`src/rtl/series_eval_engine.sv`:
```
// Iterative fixed-point series evaluator for exp(x) / exp(-x): one multiply per MULX/MULC state, one add per ACC.
// Define SERIES_SAT_EN to saturate products and sums and report overflow on ovf; otherwise arithmetic wraps.
module series_eval_engine #(
    parameter int W         = 16,
    parameter int FRAC      = 8,
    parameter int MAX_TERMS = 8
) (
    input  logic         clk,
    input  logic         rst_n,
    input  logic         in_valid,
    output logic         in_ready,
    input  logic [W-1:0] x,
    input  logic [W-1:0] thr,
    input  logic         alt,
    output logic         out_valid,
    input  logic         out_ready,
    output logic [W-1:0] ans,
    output logic [4:0]   terms,
    output logic         ovf,
    output logic [2:0]   dbg_state
);
    // Handshakes: a transfer happens on a rising edge where valid && ready; valid never waits on ready,
    // and the source holds its payload stable while valid is high and ready is low.
    typedef enum logic [2:0] {IDLE, MULX, MULC, ACC, DONE} state_t;

    localparam logic [W-1:0] ONE = {{(W-1){1'b0}}, 1'b1} << FRAC;

    state_t         state, state_nx;
    logic [W-1:0]   x_r, thr_r, tmp, ans_r;
    logic           alt_r;
    logic [4:0]     k;
    logic [W-1:0]   coef [16];
    logic [W-1:0]   mul_op, tmp_nx, acc_nx, diff;
    logic [2*W-1:0] prod;
    logic [W:0]     sum;
    logic           sub_en, last, accept;

    // c[k] = floor(1.0 / (k+1)) in the operand format, fixed at elaboration
    for (genvar i = 0; i < 16; i++) begin : g_coef
        localparam int unsigned CI = (32'd1 << FRAC) / (i + 1);
        assign coef[i] = W'(CI);
    end

    assign accept = (state == IDLE) && in_valid;
    assign mul_op = (state == MULX) ? x_r : coef[k[3:0]];
    assign prod   = {{W{1'b0}}, tmp} * {{W{1'b0}}, mul_op};
    assign sum    = {1'b0, ans_r} + {1'b0, tmp};
    assign diff   = ans_r - tmp;
    assign sub_en = alt_r && !k[0];
    assign last   = ((k + 5'd1) == 5'(MAX_TERMS)) || (tmp < thr_r);

`ifdef SERIES_SAT_EN
    logic prod_hi, acc_ovf, ovf_r;
    logic unused_bits;
    assign prod_hi     = |prod[2*W-1:W+FRAC];
    assign tmp_nx      = prod_hi ? '1 : prod[W+FRAC-1:FRAC];
    assign acc_nx      = sub_en ? ((ans_r < tmp) ? '0 : diff) : (sum[W] ? '1 : sum[W-1:0]);
    assign acc_ovf     = sub_en ? (ans_r < tmp) : sum[W];
    assign unused_bits = ^prod[FRAC-1:0];

    // Sticky until the next request is accepted
    always_ff @(posedge clk or negedge rst_n) begin
        if (!rst_n)                                         ovf_r <= 1'b0;
        else if (accept)                                    ovf_r <= 1'b0;
        else if ((state == MULX || state == MULC) && prod_hi) ovf_r <= 1'b1;
        else if (state == ACC && acc_ovf)                   ovf_r <= 1'b1;
    end
    assign ovf = ovf_r;
`else
    logic unused_bits;
    assign tmp_nx      = prod[W+FRAC-1:FRAC];
    assign acc_nx      = sub_en ? diff : sum[W-1:0];
    assign unused_bits = ^{prod[2*W-1:W+FRAC], prod[FRAC-1:0], sum[W]};
    assign ovf         = 1'b0;
`endif

    always_ff @(posedge clk or negedge rst_n) begin
        if (!rst_n) state <= IDLE;
        else        state <= state_nx;
    end

    always_comb begin
        state_nx = state;
        case (state)
            IDLE:    if (in_valid) state_nx = MULX;
            MULX:    state_nx = MULC;
            MULC:    state_nx = ACC;
            ACC:     state_nx = last ? DONE : MULX;
            DONE:    if (out_ready) state_nx = IDLE;
            default: state_nx = IDLE;
        endcase
    end

    always_comb begin
        in_ready  = (state == IDLE);
        out_valid = (state == DONE);
        dbg_state = state;
    end

    always_ff @(posedge clk or negedge rst_n) begin
        if (!rst_n) begin
            x_r   <= '0;
            thr_r <= '0;
            alt_r <= 1'b0;
            tmp   <= '0;
            ans_r <= '0;
            k     <= '0;
        end else begin
            case (state)
                IDLE: if (in_valid) begin
                    x_r   <= x;
                    thr_r <= thr;
                    alt_r <= alt;
                    tmp   <= ONE;
                    ans_r <= ONE;
                    k     <= '0;
                end
                MULX, MULC: tmp <= tmp_nx;
                ACC: begin
                    ans_r <= acc_nx;
                    k     <= k + 5'd1;
                end
                default: ;
            endcase
        end
    end

    assign ans   = ans_r;
    assign terms = k;
endmodule
```
`config.mk`:
```
export PLATFORM = sky130hd
export DESIGN_NAME = series_eval_engine
export DESIGN_NICKNAME = d
export VERILOG_FILES = /design/src/rtl/series_eval_engine.sv
export SDC_FILE = /design/constraint.sdc
export NUM_CORES = 1
export LEC_CHECK = 0
export CAP_MARGIN = 20
export CELL_PAD_IN_SITES_DETAIL_PLACEMENT = 1
export CELL_PAD_IN_SITES_GLOBAL_PLACEMENT = 1
export CORE_UTILIZATION = 52
export CTS_CLUSTER_DIAMETER = 40
export DETAILED_ROUTE_END_ITERATION = 12
export GPL_TIMING_DRIVEN = 0
export PLACE_DENSITY = 0.94
export SETUP_SLACK_MARGIN = 0.15
export SYNTH_ARGS = -nofsm -noshare
export SYNTH_HDL_FRONTEND = slang
export SYNTH_SLANG_ARGS = --single-unit
```
`constraint.sdc`:
```
create_clock -name clk -period 12.03 [get_ports clk]
set_input_delay 3.0075 -clock clk [delete_from_list [all_inputs] [get_ports clk]]
set_output_delay 3.0075 -clock clk [all_outputs]
set_load 0.01 [all_outputs]
```
; ---- Yosys cells after proc, flatten, opt, wreduce, memory -nomap -nowiden
; Memory sizes are Yosys's and may differ from the RTL's.
; Cells that the tools add are included.
[totals]
reg_bits = 73
rom_bits = 256
inputBits = 37
wordCells = 46
memories = 1
[op_classes]
addsub = 3
mul = 1
n_lt_le_gt_ge = 2
n_eq_ne = 7
mux = 13
bitwise = 1
n_reduce_logical = 11
[mem_list]
columns = name, depth, word_bits, read_ports, rd_clocked_by_memory_dff, write_ports, line
row1 = (name not given), 16, 16, 1, 0, 0, 45  ; assign mul_op = (state == MULX) ? x_r : coef[k[3:0]];
[ops]
columns = operator, count
row1 = 16-bit 2-to-1 mux, 5
row2 = 16-bit one-hot mux with 2 select lines, 2
row3 = 16-bit by 16-bit multiplier with 24-bit output, 1
row4 = 16-bit adder, 1
row5 = 16-bit < comparator, 1
row6 = 16-bit subtractor, 1
row7 = 3-bit one-hot mux with 5 select lines, 1
row8 = 5-bit one-hot mux with 2 select lines, 1
row9 = 3-bit 2-to-1 mux, 3
row10 = 2-bit AND reduction, 4
row11 = 3-bit by 2-bit == test with 1-bit output (second input constant), 2
row12 = 5-bit by 1-bit adder with 5-bit output (second input constant), 1
row13 = 5-bit by 4-bit == test with 1-bit output (second input constant), 1
row14 = 5-bit greater-or-equal comparator (second input constant), 1
row15 = 5-bit 2-to-1 mux, 1
row16 = 4-bit inverter with 5-bit output, 1
row17 = 2-bit nonzero test, 2
row18 = 3-bit by 1-bit == test with 1-bit output (second input constant), 1
row19 = 3-bit == test (second input constant), 1
row20 = 3-bit zero test, 1
row21 = 2-bit by 1-bit != test with 1-bit output (second input constant), 1
row22 = 2-bit != test (second input constant), 1
row23 = 2-bit OR reduction, 1
row24 = 1-bit logical AND, 1
row25 = 2 further kinds, 2

; ---- Longest topological paths before layout
; Gate-level depths: netlist of the first run.
[depth]
depth_word = 7
ltp_mapped = 28
ltp_nobuf = 28

; ---- Worst setup path before layout of the first run
; No wires, ideal clock.
[synth_path]
kind = register -> register
from = register k[0] (netlist: terms[0])
to = register tmp[13]
setup_ns = 0.120
t_arrival_ns = 7.197
t_required_ns = 11.910
setup_slack_ns = 4.713
stages_incl_launch_ff = 27
path_cell_list = dfrtp_1 inv_1 ha_1 nor2b_1 a2111oi_0 nor2_1 clkbuf_1 and2_1 fa_1 inv_1 fa_1 fa_1 inv_1 fa_1 fa_1 inv_1 fa_1 inv_1 ha_1 a21oi_1 o21ai_0 o21bai_1 a22oi_1 a31oi_2 a41o_1 or3_1 a31o_2
[synth_via]
elab_chain_cells = 7
[synth_rtl]
columns = element, line
row1 = start: declaration, 31  ; logic [4:0] k;
row2 = start signal: assignment, 121  ; k <= k + 5'd1;
row3 = 4-bit inverter with 5-bit output (implied by the code), 45
row4 = memory 16 x 16 bit, n/a
row5 = 16-bit 2-to-1 mux (implied by the code) (2 in a row), 45
row6 = 16-bit 2-to-1 mux, 45
row7 = 16-bit by 16-bit multiplier with 24-bit output, 46  ; assign prod = {{W{1'b0}}, tmp} * {{W{1'b0}}, mul_op};
row8 = 16-bit one-hot mux with 2 select lines, 109  ; case (state)
row9 = end signal: assignment, 118  ; MULX, MULC: tmp <= tmp_nx;
row10 = end: declaration, 29  ; logic [W-1:0] x_r, thr_r, tmp, ans_r;
; No other way between the ends. The select of a mux whose other input is x is not followed.
; A chain may end at the register's enable or synchronous reset.

; ---- Worst setup path in the final report of the first run
[layout_path]
from = register state[2] (netlist: dbg_state[2])
to = register tmp[14]
[layout_via]
elab_chain_cells = 4
[layout_rtl]
columns = element, line
row1 = start: declaration, 28  ; state_t state, state_nx;
row2 = start signal: assignment, 79  ; else state <= state_nx;
row3 = 3-bit by 1-bit == test with 1-bit output or 3-bit by 2-bit == test with 1-bit output (tied branches), "45, 109"
row4 = 16-bit 2-to-1 mux or 2-bit OR reduction (tied branches), "45, 109"
row5 = 16-bit by 16-bit multiplier with 24-bit output or 2-bit nonzero test (tied branches), n/a
row6 = 16-bit one-hot mux with 2 select lines or 2-bit AND reduction (tied branches), n/a
; Several ways; a longest one is shown, not always the timed one.

==> impl_metrics.tcl, run 1 <==
set metrics [dict create \
    layout-drive-gt1-share_pct 2.48 \
    cp-start-kind "flip-flop" \
    worst_slack_ns 1.79 \
    ys_ff_latch 73 \
    cts-root-buf "clkbuf_16" \
    synthMuxAreaShare_pct 0.450 \
    synth_nets 1638 \
    post_cts_buffers 0 \
    fp.dieArea_mm2 0.0225 \
    grt-ovfl-total 0 \
    synthTopCellsByArea "fa_1 29%, dfrtp_1 16%, ha_1 11%, inv_1 8.1%, nand2_1 7.2%" \
    dp_hpwl_um 32900 \
    numCtsBuffers 9 \
    hold_path.class "reg2reg" \
    cts_max_level 3 \
    clock_sinks 73 \
    slew_headroom_pct 19.8 \
    synth_area_mm2 0.0114 \
    synth_async_sr_flop_share_pct 100 \
    drt_pass1_iterations 8 \
    seq_area_frac_synth_pct 16.0 \
    crit_path_top_delay_cell "nor3b_1" \
    arrival_ns 10.42 \
    critPathLaunch "dbg_state[2]$_DFFE_PN0P_" \
    min_to "x_r[4]$_DFFE_PN0P_" \
    yosys.area.top_type_share_pct 29.5 \
    wl_per_cell_um 27.8 \
    antennaDiodeCount 0 \
    wl_um 46900 \
    maxCapViolations 0 \
    n_fill_cell 2477 \
    core_mm2 0.0213 \
    synth_top_family_by_area "adder cells" \
    criticalPathCategory "reg2reg" \
    wl_met1_um 15700 \
    slew_violations 0 \
    synth.distinct_cells 66 \
    vias_per_cell 6.47 \
    finalHoldViolCount 0 \
    crit_path_end_kind "flip-flop" \
    path_clk_slew_ns 0.07 \
    gp_congestion 0.928 \
    cp_data_required_time_ns 12.21 \
    grt_pass1_wl_um 71800 \
    synth_compound_area_share_pct 9.06 \
    avgSynthCellArea_um2 8.58 \
    track_usage_pct 43.9 \
    postLayoutCoreUtil_pct 59.6 \
    wl_met2_um 22000 \
    synth_flop_cell "dfrtp_1" \
    skew_ns 0.0116 \
    synth_edf_count 0 \
    max_stage_delay_ns 1.02 \
    antenna_found_initial 0 \
    die_h_um 150 \
    layout_commonest_cell "inv_1" \
    nNetsFinal 1712 \
    grt_max_degree 55 \
    finalCriticalPeriod_ns 10.24 \
    dp_slack_ns 2.73 \
    synth_area_leader_cell "fa_1" \
    clk_latency_ns 0.36 \
    portBuffers 62 \
    fmax_ghz 0.0977 \
    r2r_end "tmp[14]$_DFFE_PN0P_" \
    hold_buffers 0 \
    finalSetupTns_ns 0 \
    yosysWarnings 0 \
    start_util_pct 53.6 \
    die_x_um 150 \
    mostFrequentLayoutCells "245 x inv_1, 219 x nand2_1, 168 x fa_1" \
    r2r_cells 26 \
    cts_resized 0 \
    synth_xor_area_share_pct 4.07 \
    synthToLayoutAreaGrowth_pct 11.3 \
    grt_pass1_vias 12428 \
    min_from "x_r[4]$_DFFE_PN0P_" \
    min_path_cells 2 \
    tightest_slew_ns 1.20 \
    cts_tree "built" \
    fin_crit_sh_pct 85.1 \
    synth-simple-area-share_pct 19.0 \
    rsz0062_at_grt "no" \
    io_pins 64 \
    reg2reg_slack_ns 1.79 \
    clockBufferDepth 2 \
    worst-path-max-fanout 10 \
    routed.top_layer "met4" \
    finalSetupViolCount 0 \
    rows 53 \
    dr_wl_met3_um 4740 \
    cp_common_cell "fa_1" \
    drtIter0Drc 1071 \
    syn_inst 1330 \
    timing.rr.start "dbg_state[2]$_DFFE_PN0P_" \
    ant_nets 0 \
    drcViolationCount 0 \
    vias 10896 \
    synthAdderAreaFrac_pct 40.8 \
    status "complete, no violations" \
]
## cell usage after synthesis (5+ instances only)
| cell type | number |
|---|---|
| a211o_1 | 5 |
| o21ai_0 | 54 |
| o31ai_1 | 6 |
| nor3_1 | 15 |
| xor2_1 | 14 |
| ha_1 | 103 |
| nor2b_1 | 27 |
| nand2_1 | 219 |
| a21o_1 | 11 |
| nor3b_1 | 5 |
| and2_1 | 39 |
| fa_1 | 168 |
| clkbuf_1 | 65 |
| xnor2_1 | 39 |
| nand2b_1 | 15 |
| dfrtp_1 | 73 |
| nor2_1 | 32 |
| nand3_1 | 34 |
| or3_1 | 7 |
| a21oi_1 | 34 |
| and3_1 | 43 |
| inv_1 | 245 |
## worst max-delay path by stage
stage	slack, ns	cells after the start	to
2_1_floorplan	4.71	26	tmp[13]$_DFFE_PN0P_
3_3_place_gp	3.14	26	tmp[15]$_DFFE_PN0P_
3_5_place_dp	2.73	26	tmp[15]$_DFFE_PN0P_
4_1_cts	2.44	26	tmp[14]$_DFFE_PN0P_
5_1_grt	1.68	26	tmp[14]$_DFFE_PN0P_
6_report	1.79	26	tmp[14]$_DFFE_PN0P_
## registers in the layout, indices dropped and copies added (netlist names)
signal / count
dbg_state: 3
terms: 5
thr_r: 16
ans: 16
x_r: 16
alt_r: 1
tmp: 16
## metrics by stage
stage,std cells,cell area (um^2),hold slack (ns)
6_report,1684,12700,0.508
5_1_grt,1684,12700,0.539
4_1_cts,1684,12700,0.511
3_5_place_dp,1668,12400,0.490
3_3_place_gp,1667,12400,0.461
2_1_floorplan,1330,11400,0.446
## cell type report
cell class	instances	area (um^2)	share of cell area (%)
clock inverter	6	67.6	0.532
timing repair buffer	63	646	5.09
inverter	245	920	7.25
sequential	73	1830	14.4
multi-input combinational	939	8370	65.9
clock buffer	10	229	1.80
buffer	73	290	2.29
tap	275	344	2.71
## critical path, delay by kind of cell (launching register included)
kind | cells | cell delay [ns]
simple gates | 7 | 2.15
buf+inv | 6 | 1.63
flops | 1 | 0.45
compound gates | 6 | 2.13
fa+ha+maj | 7 | 3.67
## logic make-up (layout without fill, tap and decap cells)
logic type	count (synthesis)	count (layout)
AO/OA/AOI/OAI	158	158
multiplexers	5	5
other	1	1
buffers and inverters	318	397
AND/OR/NAND/NOR	451	451
XOR/XNOR	53	53
adder cells (fa/ha/maj)	271	271
flip-flops	73	73
## per-layer routing
metal | GRT usage, % | vias up
li1 | - | 4297
met1 | 47.7 | 5403
met2 | 72.2 | 837
met3 | 12.7 | 359
met4 | 33.9 | 0
met5 | 0 | -
Power of run 1 is not shown: default switching activity piles up to over one toggle a cycle in this logic, so the estimate is an artifact.
==> run 2: changes to the inputs <==
RECOVER_POWER = 50   (was default)
==> run 2 against run 1 <==
The run now ends with capacitance limit, slew limit left; critical path depth stayed put; cell area is 0.22% lower; die area stayed put; flip-flop and latch count stayed put; clock-buffer cell count is the same; maximum frequency down 0.23%; via count decreased by 1.1%; sequential share of layout area is essentially flat; first-iteration DRC count is 3.3% higher; utilization fell by 0.13 points; largest cell class unchanged.
==> impl_metrics.tcl, run 2 (synthesis gave the netlist of run 1 again) <==
set metrics [dict create \
    failed_checks "capacitance limit, slew limit" \
    wl_per_cell_um 27.8 \
    finalCriticalPeriod_ns 10.26 \
    track_usage_pct 43.9 \
    clk_latency_ns 0.36 \
    hold_buffers 0 \
    wl_um 46900 \
    antennaDiodeCount 0 \
    finalSetupTns_ns 0 \
    grt.busiest_layer "met2" \
    rsz0062_at_grt "no" \
    grtUsageMet1_pct 47.7 \
    vias 10779 \
    mostFrequentLayoutCells "245 x inv_1, 219 x nand2_1, 168 x fa_1" \
    tightest_slew_ns 3.34 \
    antenna_found_initial 0 \
    drt_pass1_iterations 5 \
    core_mm2 0.0213 \
    crit_path_end_kind "flip-flop" \
    start_util_pct 53.6 \
    ant_nets 0 \
    drcViolationCount 0 \
    layout-drive-gt1-share_pct 2.34 \
    layout_commonest_cell "inv_1" \
    layoutNonFillerInstCount 1684 \
    nNetsFinal 1712 \
    cts_tree "built" \
    drtIter0Drc 1106 \
    slew_violations 55 \
    grt_pass1_vias 12428 \
    worst_slack_ns 1.77 \
    die_h_um 150 \
    cts-root-buf "clkbuf_16" \
    grt_pass1_wl_um 71800 \
    fin_crit_sh_pct 85.3 \
    maxCapViolations 1 \
    dp_hpwl_um 32900 \
    cts_resized 0 \
    cts_max_level 3 \
    io_pins 64 \
    rows 53 \
    die_x_um 150 \
    cp_data_required_time_ns 12.22 \
    gp_congestion 0.928 \
    worst-path-max-fanout 10 \
    criticalPathCategory "reg2reg" \
    fp.dieArea_mm2 0.0225 \
    fmax_ghz 0.0975 \
    path_clk_slew_ns 0.08 \
    grt_max_degree 55 \
    numCtsBuffers 9 \
    dp_slack_ns 2.73 \
    finalHoldViolCount 0 \
    post_cts_buffers 0 \
    skew_ns 0.0123 \
    cp-start-kind "flip-flop" \
    place_inst 1668 \
    met3_usage_pct 12.7 \
    clockBufferDepth 2 \
    synthToLayoutAreaGrowth_pct 11.0 \
    min_from "x_r[4]$_DFFE_PN0P_" \
    critPathLaunch "dbg_state[2]$_DFFE_PN0P_" \
    finalSetupViolCount 0 \
    grt-ovfl-total 0 \
    gr-usage-met2_pct 72.2 \
    clock_sinks 73 \
    timing.rr.start "dbg_state[2]$_DFFE_PN0P_" \
    vias_per_cell 6.40 \
    portBuffers 62 \
    arrival_ns 10.45 \
    status "finished, violations left" \
    hold_path.class "reg2reg" \
    slew_headroom_pct -123 \
]
run 2: changes by cell type in the layout (fill, tap and decap cells not counted):
cell	before	now
buf_16	1	0
dlygate4sd3_1	0	12
clkdlybuf4s50_1	61	49
buf_4	2	1
clkbuf_1	66	68
run 2: cell type report:
cell class                      count  area [um^2]
Sequential cell                    73         1830
Tap cell                          275          344
Clock buffer                       10          229
Inverter                          245          920
Multi-Input combinational cell    939         8370
Fill cell                        2481         8620
Clock inverter                      6         67.6
Buffer                             73          290
Timing Repair Buffer               63          618
run 2: worst max-delay path, cell delays in order, from the launching register on:
cell       delay (ns)
dfrtp_1          0.45
clkbuf_1         0.25
nor3b_1          1.04
clkbuf_1         0.58
nand2_1          0.13
o21ai_1          0.43
clkbuf_1         0.56
nand2_1          0.17
fa_1             0.56
fa_1             0.49
fa_1             0.57
inv_1            0.06
fa_1             0.48
fa_1             0.63
inv_1            0.09
fa_1             0.55
inv_1            0.05
ha_1             0.37
nand4_1          0.23
nor2_1           0.21
and2_1           0.19
o2111ai_1        0.29
a31oi_2          0.41
a41o_1           0.31
o21ai_1          0.15
and3_1           0.21
o31ai_1          0.59
run 2: path summary, 6_finish.rpt:
kind	depth (start not counted)	end	slack, ns
max	26	tmp[14]$_DFFE_PN0P_	1.77
min	2	x_r[4]$_DFFE_PN0P_	0.51
max reg2reg	26	tmp[14]$_DFFE_PN0P_	1.77
min reg2reg	2	x_r[4]$_DFFE_PN0P_	0.51
max in group asynchronous	2	terms[2]$_DFFE_PN0P_	5.45
min in group asynchronous	1	thr_r[11]$_DFFE_PN0P_	2.84
run 2: routing by layer:
metal / part of all wire (%) / vias up
met4: 8.6 / 0
met1: 34 / 5381
met3: 9.8 / 317
li1: - / 4295
met2: 47 / 786
met5: 0 / -
run 2: metrics by stage:
stage          hold slack (ns)  cell area [um^2]  utilization (%)
2_1_floorplan            0.446             11400                -
3_3_place_gp             0.461             12400             58.1
3_5_place_dp             0.490             12400             58.2
4_1_cts                  0.511             12700             59.6
5_1_grt                  0.539             12700             59.5
6_report                 0.508             12700             59.5
Power of run 2 is left out for the same reason.
==> run 3: changes to the inputs <==
PLACE_DENSITY = 0.93   (was 0.94)
==> run 3 against run 2 <==
The flow still finishes with violations (capacitance limit, slew limit); wire length down 5.0%; via count shrank 1.1%; die area unchanged; clock-buffer cell count is the same; flip-flop and latch count is the same; non-clock buffer count up 1; setup slack better by 0.33 ns; clock skew up 0.0042 ns; first-iteration DRC count shrank 6.1%; sequential share of layout area down 0.055 points; critical path depth stayed put; largest cell class unchanged.
==> impl_metrics.tcl, run 3 (synthesis gave the netlist of run 1 again) <==
set metrics [dict create \
    vias 10661 \
    crit_path_top_delay_cell "nor3b_1" \
    area.sequential_mm2 0.00183 \
    wl_per_cell_um 26.4 \
    synthToLayoutAreaGrowth_pct 11.5 \
    max_stage_delay_ns 1.05 \
    layout-drive-gt1-share_pct 2.41 \
    min_from "x_r[5]$_DFFE_PN0P_" \
    n_fill_cell 2505 \
    grt_pass1_wl_um 69200 \
    skew_ns 0.0166 \
    finalCriticalPeriod_ns 9.93 \
    fp.dieArea_mm2 0.0225 \
    finalSetupTns_ns 0 \
    worst-path-max-fanout 10 \
    slew_headroom_pct -127 \
    drtIter0Drc 1038 \
    crit_path_end_kind "flip-flop" \
    portBuffers 62 \
    cp_data_required_time_ns 12.30 \
    gp_congestion 0.936 \
    hold_path.class "reg2reg" \
    ant_nets 0 \
    mostFrequentLayoutCells "245 x inv_1, 219 x nand2_1, 168 x fa_1" \
    r2r_end "tmp[15]$_DFFE_PN0P_" \
    arrival_ns 10.20 \
    core_mm2 0.0213 \
    dr_wl_met3_um 4230 \
    criticalPathCategory "reg2reg" \
    tightest_slew_ns 3.40 \
    drcViolationCount 0 \
    status "finished, violations left" \
    cts-root-buf "clkbuf_16" \
    reg2reg_slack_ns 2.10 \
    finalSetupViolCount 0 \
    fmax_ghz 0.101 \
    fin_area_mm2 0.0127 \
    maxCapViolations 1 \
    start_util_pct 53.6 \
    slew_violations 55 \
    finalHoldViolCount 0 \
    io_pins 64 \
    failed_checks "capacitance limit, slew limit" \
    post_cts_buffers 0 \
    critPathLaunch "dbg_state[2]$_DFFE_PN0P_" \
    track_usage_pct 42.2 \
    routed.top_layer "met4" \
    clockBufferDepth 2 \
    dp_hpwl_um 31500 \
    cts_tree "built" \
    r2r_cells 26 \
    clock_sinks 73 \
    layout_commonest_cell "inv_1" \
    vias_per_cell 6.32 \
    timing.rr.start "dbg_state[2]$_DFFE_PN0P_" \
    die_x_um 150 \
    nNetsFinal 1713 \
    cts_resized 0 \
    grt_max_degree 55 \
    rsz0062_at_grt "no" \
    fin_crit_sh_pct 82.5 \
    wl_um 44500 \
    clk_latency_ns 0.38 \
    antenna_found_initial 1 \
    numCtsBuffers 9 \
    rows 53 \
    wl_met1_um 15400 \
    die_h_um 150 \
    cp-start-kind "flip-flop" \
    wl_met2_um 20800 \
    path_delay_family "adder cells" \
    cts_max_level 3 \
    grt-ovfl-total 0 \
    min_path_cells 2 \
    min_to "x_r[5]$_DFFE_PN0P_" \
    place_area_mm2 0.0124 \
    cp_common_cell "fa_1" \
    cp.buffers_inverters 6 \
    drt_pass1_iterations 6 \
    hold_buffers 0 \
    grt_pass1_vias 12205 \
    multi_input_area_mm2 0.00837 \
    path_clk_slew_ns 0.07 \
]
run 3: cell count changes in the layout (fill, tap and decap cells not counted), sizes merged:
cell,change
buf,+1
diode,+2
inv,+1
clkinv,-1
bufinv,+1
clkinvlp,-1
run 3: how the worst max path moves through the flow:
stage	cells past startpoint	slack, ns	to
floorplan	26	4.71	tmp[13]$_DFFE_PN0P_
global placement	26	3.04	tmp[15]$_DFFE_PN0P_
detailed placement	26	2.86	tmp[15]$_DFFE_PN0P_
CTS	26	2.44	tmp[15]$_DFFE_PN0P_
global route	26	1.98	tmp[15]$_DFFE_PN0P_
finish	26	2.10	tmp[15]$_DFFE_PN0P_
run 3: through the flow:
stage	std cells	worst slack (ns)	hold WS (ns)	utilization [%]
final	1687	2.10	0.508	59.7
after global routing	1685	1.98	0.541	59.7
after CTS	1685	2.44	0.502	59.8
after detailed placement	1669	2.86	0.486	58.2
after global placement	1667	3.04	0.462	58.1
after floorplan	1330	4.71	0.446	-
run 3: final cells by class:
cell class                      count  share of cell area (%)
Timing Repair Buffer               64                    4.89
Antenna cell                        2                  0.0394
Clock inverter                      6                   0.768
Tap cell                          275                    2.71
Clock buffer                       10                    1.88
Sequential cell                    73                    14.4
Buffer                             73                    2.28
Multi-Input combinational cell    939                    65.8
Inverter                          245                    7.23
run 3: worst min-delay path, cell delays in order (launching register included):
cell     delay, ns
dfrtp_1       0.36
nand2_1       0.06
nand2_1       0.06
run 3: metal layers:
metal / vias to the layer above / GRT usage [%]
met2: 730 / 68.4
li1: 4295 / -
met5: - / 0
met1: 5295 / 47.2
met4: 0 / 33.3
met3: 341 / 11.5
Power of run 3 is left out for the same reason.
